`config.mk`:
```
export PLATFORM = sky130hd
export DESIGN_NAME = pipelined_datapath
export DESIGN_NICKNAME = d
export VERILOG_FILES = /design/src/rtl/pipelined_datapath_pkg.sv /design/src/rtl/dp_regbank.sv /design/src/rtl/pipelined_datapath.sv
export SDC_FILE = /design/constraint.sdc
export NUM_CORES = 1
export LEC_CHECK = 0
export BUFFER_PORTS_ARGS = -buffer_cell sky130_fd_sc_hd__buf_4
export CORE_MARGIN = 1.5
export CORE_UTILIZATION = 60
export CTS_CLUSTER_SIZE = 28
export DETAILED_ROUTE_END_ITERATION = 10
export PLACE_DENSITY = 0.84
export SYNTH_ARGS = -nofsm -noshare
export SYNTH_HDL_FRONTEND = slang
export SYNTH_SLANG_ARGS = --single-unit
```
`constraint.sdc`:
```
create_clock -name clk -period 7.3 [get_ports clk]
set_input_delay 1.46 -clock clk [delete_from_list [all_inputs] [get_ports clk]]
set_output_delay 1.46 -clock clk [all_outputs]
set_load 0.01 [all_outputs]
```
`src/rtl/pipelined_datapath_pkg.sv`:
```
// pipelined_datapath_pkg: opcodes, flag bit positions and the EX-stage control record
// shared by the two-stage datapath.
`default_nettype none

package pipelined_datapath_pkg;

    localparam logic [7:0] OP_AND  = 8'h01;
    localparam logic [7:0] OP_OR   = 8'h02;
    localparam logic [7:0] OP_XOR  = 8'h03;
    localparam logic [7:0] OP_ADD  = 8'h05;
    localparam logic [7:0] OP_ADDC = 8'h07;
    localparam logic [7:0] OP_SUB  = 8'h09;
    localparam logic [7:0] OP_CMP  = 8'h0B;
    localparam logic [7:0] OP_MOV  = 8'h0D;
    localparam logic [7:0] OP_LSH  = 8'h84;

    localparam int FLAG_W = 5;
    localparam int FLAG_N = 4;
    localparam int FLAG_C = 3;
    localparam int FLAG_F = 2;
    localparam int FLAG_L = 1;
    localparam int FLAG_Z = 0;

    // Width-independent part of the EX register; operands and dst live beside it.
    typedef struct packed {
        logic [7:0] opcode;
        logic       wr_en;
        logic       bus_select;
        logic       flags_en;
        logic       carry_in;
    } ex_ctrl_t;

endpackage

`default_nettype wire

```
`src/rtl/dp_regbank.sv`:
```
// dp_regbank: NUM_REGS x DATA_W register array, one write port and three
// asynchronous read ports (A, B, debug).
`default_nettype none

module dp_regbank
    import pipelined_datapath_pkg::*;
#(
    parameter int DATA_W   = 16,
    parameter int NUM_REGS = 16
) (
    input  logic                        clk,
    input  logic                        reset,
    input  logic                        wr_en,
    input  logic [$clog2(NUM_REGS)-1:0] wr_sel,
    input  logic [DATA_W-1:0]           wr_data,
    input  logic [$clog2(NUM_REGS)-1:0] a_sel,
    output logic [DATA_W-1:0]           a_data,
    input  logic [$clog2(NUM_REGS)-1:0] b_sel,
    output logic [DATA_W-1:0]           b_data,
    input  logic [$clog2(NUM_REGS)-1:0] dbg_sel,
    output logic [DATA_W-1:0]           dbg_data
);

    logic [DATA_W-1:0] regs [NUM_REGS];

    always_ff @(posedge clk or negedge reset) begin
        if (!reset) begin
            for (int i = 0; i < NUM_REGS; i++) begin
                regs[i] <= '0;
            end
        end else if (wr_en) begin
            regs[wr_sel] <= wr_data;
        end
    end

    assign a_data   = regs[a_sel];
    assign b_data   = regs[b_sel];
    assign dbg_data = regs[dbg_sel];

endmodule

`default_nettype wire

```
`src/rtl/pipelined_datapath.sv`:
```
// pipelined_datapath: two-stage register-file/ALU datapath (read+select, execute+writeback).
// Define DATAPATH_FWD_EN for EX->stage-1 bypassing instead of one-cycle hazard stalls.
`default_nettype none

module pipelined_datapath
    import pipelined_datapath_pkg::*;
#(
    parameter int DATA_W   = 16,
    parameter int NUM_REGS = 16
) (
    input  logic                        clk,
    input  logic                        reset,
    input  logic                        in_valid,
    output logic                        in_ready,
    input  logic [7:0]                  opcode,
    input  logic [$clog2(NUM_REGS)-1:0] a_sel,
    input  logic [$clog2(NUM_REGS)-1:0] b_sel,
    input  logic [$clog2(NUM_REGS)-1:0] dst_sel,
    input  logic                        wr_en,
    input  logic                        use_imm,
    input  logic [DATA_W-1:0]           immediate,
    input  logic                        bus_select,
    input  logic [DATA_W-1:0]           bus_data,
    input  logic                        flags_en,
    output logic                        out_valid,
    output logic [DATA_W-1:0]           result,
    output logic [4:0]                  flags,
    input  logic [$clog2(NUM_REGS)-1:0] dbg_sel,
    output logic [DATA_W-1:0]           dbg_data
);

    localparam int SEL_W = $clog2(NUM_REGS);
    localparam int MSB   = DATA_W - 1;

    logic              ex_valid;
    ex_ctrl_t          ex_ctrl;
    logic [DATA_W-1:0] ex_a, ex_b, ex_bus;
    logic [SEL_W-1:0]  ex_dst;

    logic [DATA_W-1:0] rf_a, rf_b, src_a, src_b, op_b;
    logic [DATA_W-1:0] alu_out, wb_data;
    logic [DATA_W:0]   sum;
    logic [FLAG_W-1:0] alu_flags, flags_next;
    logic              alu_known, carry_in, accept, ex_writes, hz_a, hz_b;

    dp_regbank #(
        .DATA_W   (DATA_W),
        .NUM_REGS (NUM_REGS)
    ) u_regbank (
        .clk      (clk),
        .reset    (reset),
        .wr_en    (ex_writes),
        .wr_sel   (ex_dst),
        .wr_data  (wb_data),
        .a_sel    (a_sel),
        .a_data   (rf_a),
        .b_sel    (b_sel),
        .b_data   (rf_b),
        .dbg_sel  (dbg_sel),
        .dbg_data (dbg_data)
    );

    assign ex_writes = ex_valid && ex_ctrl.wr_en;
    assign hz_a      = ex_writes && (a_sel == ex_dst);
    assign hz_b      = ex_writes && !use_imm && (b_sel == ex_dst);

`ifdef DATAPATH_FWD_EN
    assign src_a    = hz_a ? wb_data : rf_a;
    assign src_b    = hz_b ? wb_data : rf_b;
    assign carry_in = flags_next[FLAG_C];
    assign in_ready = 1'b1;
`else
    logic hz_f;
    assign hz_f     = (opcode == OP_ADDC) && ex_valid && ex_ctrl.flags_en;
    assign src_a    = rf_a;
    assign src_b    = rf_b;
    assign carry_in = flags[FLAG_C];
    assign in_ready = !(hz_a || hz_b || hz_f);
`endif

    assign op_b   = use_imm ? immediate : src_b;
    assign accept = in_valid && in_ready;

    always_ff @(posedge clk or negedge reset) begin
        if (!reset) begin
            ex_valid <= 1'b0;
            ex_ctrl  <= '0;
            ex_a     <= '0;
            ex_b     <= '0;
            ex_bus   <= '0;
            ex_dst   <= '0;
        end else begin
            ex_valid <= accept;
            if (accept) begin
                ex_a               <= src_a;
                ex_b               <= op_b;
                ex_bus             <= bus_data;
                ex_dst             <= dst_sel;
                ex_ctrl.opcode     <= opcode;
                ex_ctrl.wr_en      <= wr_en;
                ex_ctrl.bus_select <= bus_select;
                ex_ctrl.flags_en   <= flags_en;
                ex_ctrl.carry_in   <= carry_in;
            end
        end
    end

    // Borrow is the extended-width sign bit of A-B, so C is shared with ADD's carry slot.
    always_comb begin
        sum       = '0;
        alu_out   = '0;
        alu_flags = '0;
        alu_known = 1'b1;
        case (ex_ctrl.opcode)
            OP_AND: alu_out = ex_a & ex_b;
            OP_OR:  alu_out = ex_a | ex_b;
            OP_XOR: alu_out = ex_a ^ ex_b;
            OP_ADD, OP_ADDC: begin
                sum = {1'b0, ex_a} + {1'b0, ex_b}
                    + {{DATA_W{1'b0}}, (ex_ctrl.opcode == OP_ADDC) && ex_ctrl.carry_in};
                alu_out           = sum[MSB:0];
                alu_flags[FLAG_C] = sum[DATA_W];
                alu_flags[FLAG_F] = (ex_a[MSB] == ex_b[MSB]) && (alu_out[MSB] != ex_a[MSB]);
            end
            OP_SUB, OP_CMP: begin
                sum               = {1'b0, ex_a} - {1'b0, ex_b};
                alu_out           = sum[MSB:0];
                alu_flags[FLAG_C] = sum[DATA_W];
                alu_flags[FLAG_F] = (ex_a[MSB] != ex_b[MSB]) && (alu_out[MSB] != ex_a[MSB]);
                alu_flags[FLAG_L] = ex_a < ex_b;
                alu_flags[FLAG_N] = $signed(ex_a) < $signed(ex_b);
            end
            OP_MOV: alu_out = ex_b;
            OP_LSH: alu_out = ex_b[MSB] ? (ex_a >> 1) : (ex_a << 1);
            default: alu_known = 1'b0;
        endcase
        alu_flags[FLAG_Z] = (alu_out == '0);
    end

    assign wb_data    = ex_ctrl.bus_select ? ex_bus : alu_out;
    assign result     = ex_valid ? wb_data : '0;
    assign out_valid  = ex_valid;
    assign flags_next = (ex_valid && ex_ctrl.flags_en && alu_known) ? alu_flags : flags;

    always_ff @(posedge clk or negedge reset) begin
        if (!reset) begin
            flags <= '0;
        end else begin
            flags <= flags_next;
        end
    end

endmodule

`default_nettype wire

```
==> impl_metrics.yaml <==
outcome:
  status: "complete, no violations"
cells_and_area:
  areaGrowthSynthToFinish_pct: 10.0
  fillers: 2458
  drive_gt1_frac: 0.277
  finalInstanceArea_um2: 23300
  nets: 2018
power_and_ir_drop:
  power.leakage_nw: 9.94
  p_per_area_nw_per_um2: 347
  peakVddDrop_v: 0.000261
  clock_power_share: 0.230
  finalPower_w: 0.00810
  switchingPower_w: 0.00308
  switching_share: 0.380
  combPwrFrac: 0.387
  p_seq_frac: 0.383
  internal_power_w: 0.00502
worst_setup_path:
  critical_path.startpoint_type: "flop"
  cp_max_fo: 17
  worstPathArrival_ns: 5.11
  crit_type: "flop to primary output"
  cp-end-kind: "primary output"
  worstPathRequired_ns: 5.84
  r2r_slack_ns: 2.30
  startpoint: "ex_ctrl[8]"
  rr_startpoint: "ex_ctrl[8]"
sta:
  grt_setup_unrepaired: "no"
  hold_violations: 0
  min_period_over_period: 0.900
  max_freq_mhz: 152
  tns_ns: 0
  tightest_slew_ns: 1.31
  slew_headroom: 0.122
  maxSlewViolCount: 0
  setup_violations: 0
  post-route-min-period_ns: 6.57
  fin_skew_ns: 0.0339
yosys:
  synth_seq_cells: 326
  synth_area_um2: 21200
  synth_edf_count: 0
  yosysWarnings: 0
  synth_flop_cell: "dfrtp_1"
  avgSynthCellArea_um2: 11.2
  syn_nets: 2008
  ys_seq_area_frac: 0.385
  synth_top_area_share: 0.385
  synth.most_common_cell: "dfrtp_1"
  synthTopCellsByCount: "dfrtp_1 (326), nand2_1 (315), mux4_2 (240)"
  yosysTopAreaCell: "dfrtp_1"
  synthTopCellsByArea: "dfrtp_1 (38%), mux4_2 (25%), nand2_1 (5.6%)"
  async_flop_share: 1.00
  synth_cell_types: 85
  synth_cells: 1894
floorplan:
  dieArea_um2: 36500
  rows: 68
  dieHeight_um: 191
  dieWidth_um: 191
  initial_utilization: 0.611
  ios: 102
  coreArea_um2: 34700
cts:
  cts_resized: 0
  hold_buffers: 0
  cts_tree: "yes"
  clock_sinks: 326
  numCtsBuffers: 36
  clock_latency_ns: 0.59
  h-tree-depth: 2
  clock-root-buffer: "clkbuf_16"
  cts_setup_buffers: 0
  clk_pin_slew_ns: 0.05
  clockBufferDepth: 3
hold_path:
  worstHoldPathType: "flop to flop"
  min_from: "flags[2]"
run:
  maxCapViolCount: 0
detailed_routing:
  drt_iter0_drc: 2597
  drc: 0
  ant_nets: 0
  wl_per_cell_um: 28.6
  routed_wl_mm: 68.2
  dr.pass1.iters: 10
  avgViaCountPerCell: 7.38
  vias: 17600
global_routing:
  antenna_found_initial: 1
  grt_pass1_wl_mm: 105
  grt_overflow_total: 0
  grt_max_degree: 194
  grt_pass1_vias: 17800
  grt_util_all_layers: 0.385
place:
  gp_congestion: 1.01
  place_area_um2: 22100
  post-dp-hpwl_mm: 43.6
  port_buffers: 101
==> cell families after synthesis <==
family / Yosys count / share of synthesized area
simple gates: 536 / 0.112
flops: 326 / 0.385
xor+xnor: 9 / 0.00372
compound gates: 406 / 0.115
fa+ha+maj: 51 / 0.0311
buf+inv: 213 / 0.0412
mux: 353 / 0.312
==> registers in the layout, indices dropped and copies added, names as in the netlist <==
name / count
ex_ctrl: 12
out_valid: 1
u_regbank.regs: 256
ex_a: 16
flags: 5
ex_dst: 4
ex_b: 16
ex_bus: 16
==> power groups by stage <==
stage	clock network, W	registers (W)	logic [W]
after detailed placement	0	0.00307	0.00303
after floorplan	0	0.00283	0.00225
after global placement	0	0.00297	0.00293
final	0.00186	0.00310	0.00313
after global routing	0.00195	0.00316	0.00335
after CTS	0.00187	0.00306	0.00306
==> cell usage in the layout, fill, tap and decap left out, types with 7 or more instances in the layout <==
cell / count
mux4_2: 240
nand4_1: 7
a21o_1: 8
nor2b_1: 9
o21bai_1: 7
mux2_2: 73
mux2i_1: 40
a31oi_1: 12
a221oi_1: 10
clkbuf_16: 37
and2_1: 10
o211ai_1: 8
a21oi_1: 64
ha_1: 48
or3_1: 9
nor3_1: 18
buf_4: 131
clkbuf_1: 9
a221o_1: 7
nor2_1: 96
inv_1: 50
o21ai_0: 221
dfrtp_1: 326
nand2_1: 315
clkbuf_8: 9
nand3_1: 18
==> layout make-up <==
cell class	count	area, um2	area share
antenna	1	2.50	0.000107
clock buffer	55	1080	0.0464
clock inverter	8	111	0.00477
inverter	52	195	0.00836
multi-input combinational	1355	12200	0.523
sequential	326	8160	0.350
tap	455	569	0.0244
timing repair buffer	133	1020	0.0436
==> routing by layer <==
metal / part of all wire / wire length, um / global-route usage / vias to the layer above
met2: 0.45 / 30900 / 0.576 / 1466
met5: 0 / 0 / 0 / -
met4: 0.070 / 4770 / 0.241 / 0
li1: - / - / - / 7096
met3: 0.13 / 9140 / 0.122 / 381
met1: 0.34 / 23300 / 0.490 / 8655
==> per-stage QoR <==
step / hold WS, ns / worst slack [ns] / util / cells
3_5_place_dp: 0.488 / 1.44 / 0.638 / 2321
6_report: 0.491 / 0.727 / 0.672 / 2385
4_1_cts: 0.500 / 0.832 / 0.672 / 2384
5_1_grt: 0.513 / 0.593 / 0.672 / 2384
2_1_floorplan: 0.474 / 1.62 / - / 1894
3_3_place_gp: 0.458 / 1.50 / 0.638 / 2321
==> final timing paths <==
check / to / cells past startpoint
worst min-delay path: flags[2] / 2
max in group asynchronous: ex_a[2] / 2
worst min register to register: flags[2] / 2
min in group asynchronous: u_regbank.regs[60] / 1
worst max-delay path: result[14] / 15
worst max register to register: flags[0] / 14
==> worst max-delay path, cell delays in order (launching register included) <==
cell	delay, ns
dfrtp_1	0.45
or3_1	0.48
nor4b_2	0.38
nand3_1	0.24
fa_1	0.48
fa_1	0.44
nor2b_1	0.14
o2111ai_1	0.19
nand4_1	0.24
a311oi_1	0.19
o21ai_0	0.22
nand4_1	0.14
o21ai_2	0.12
o21a_1	0.58
nor2_1	0.08
buf_4	0.17
Note: power is estimated with default switching activity, not from simulation.
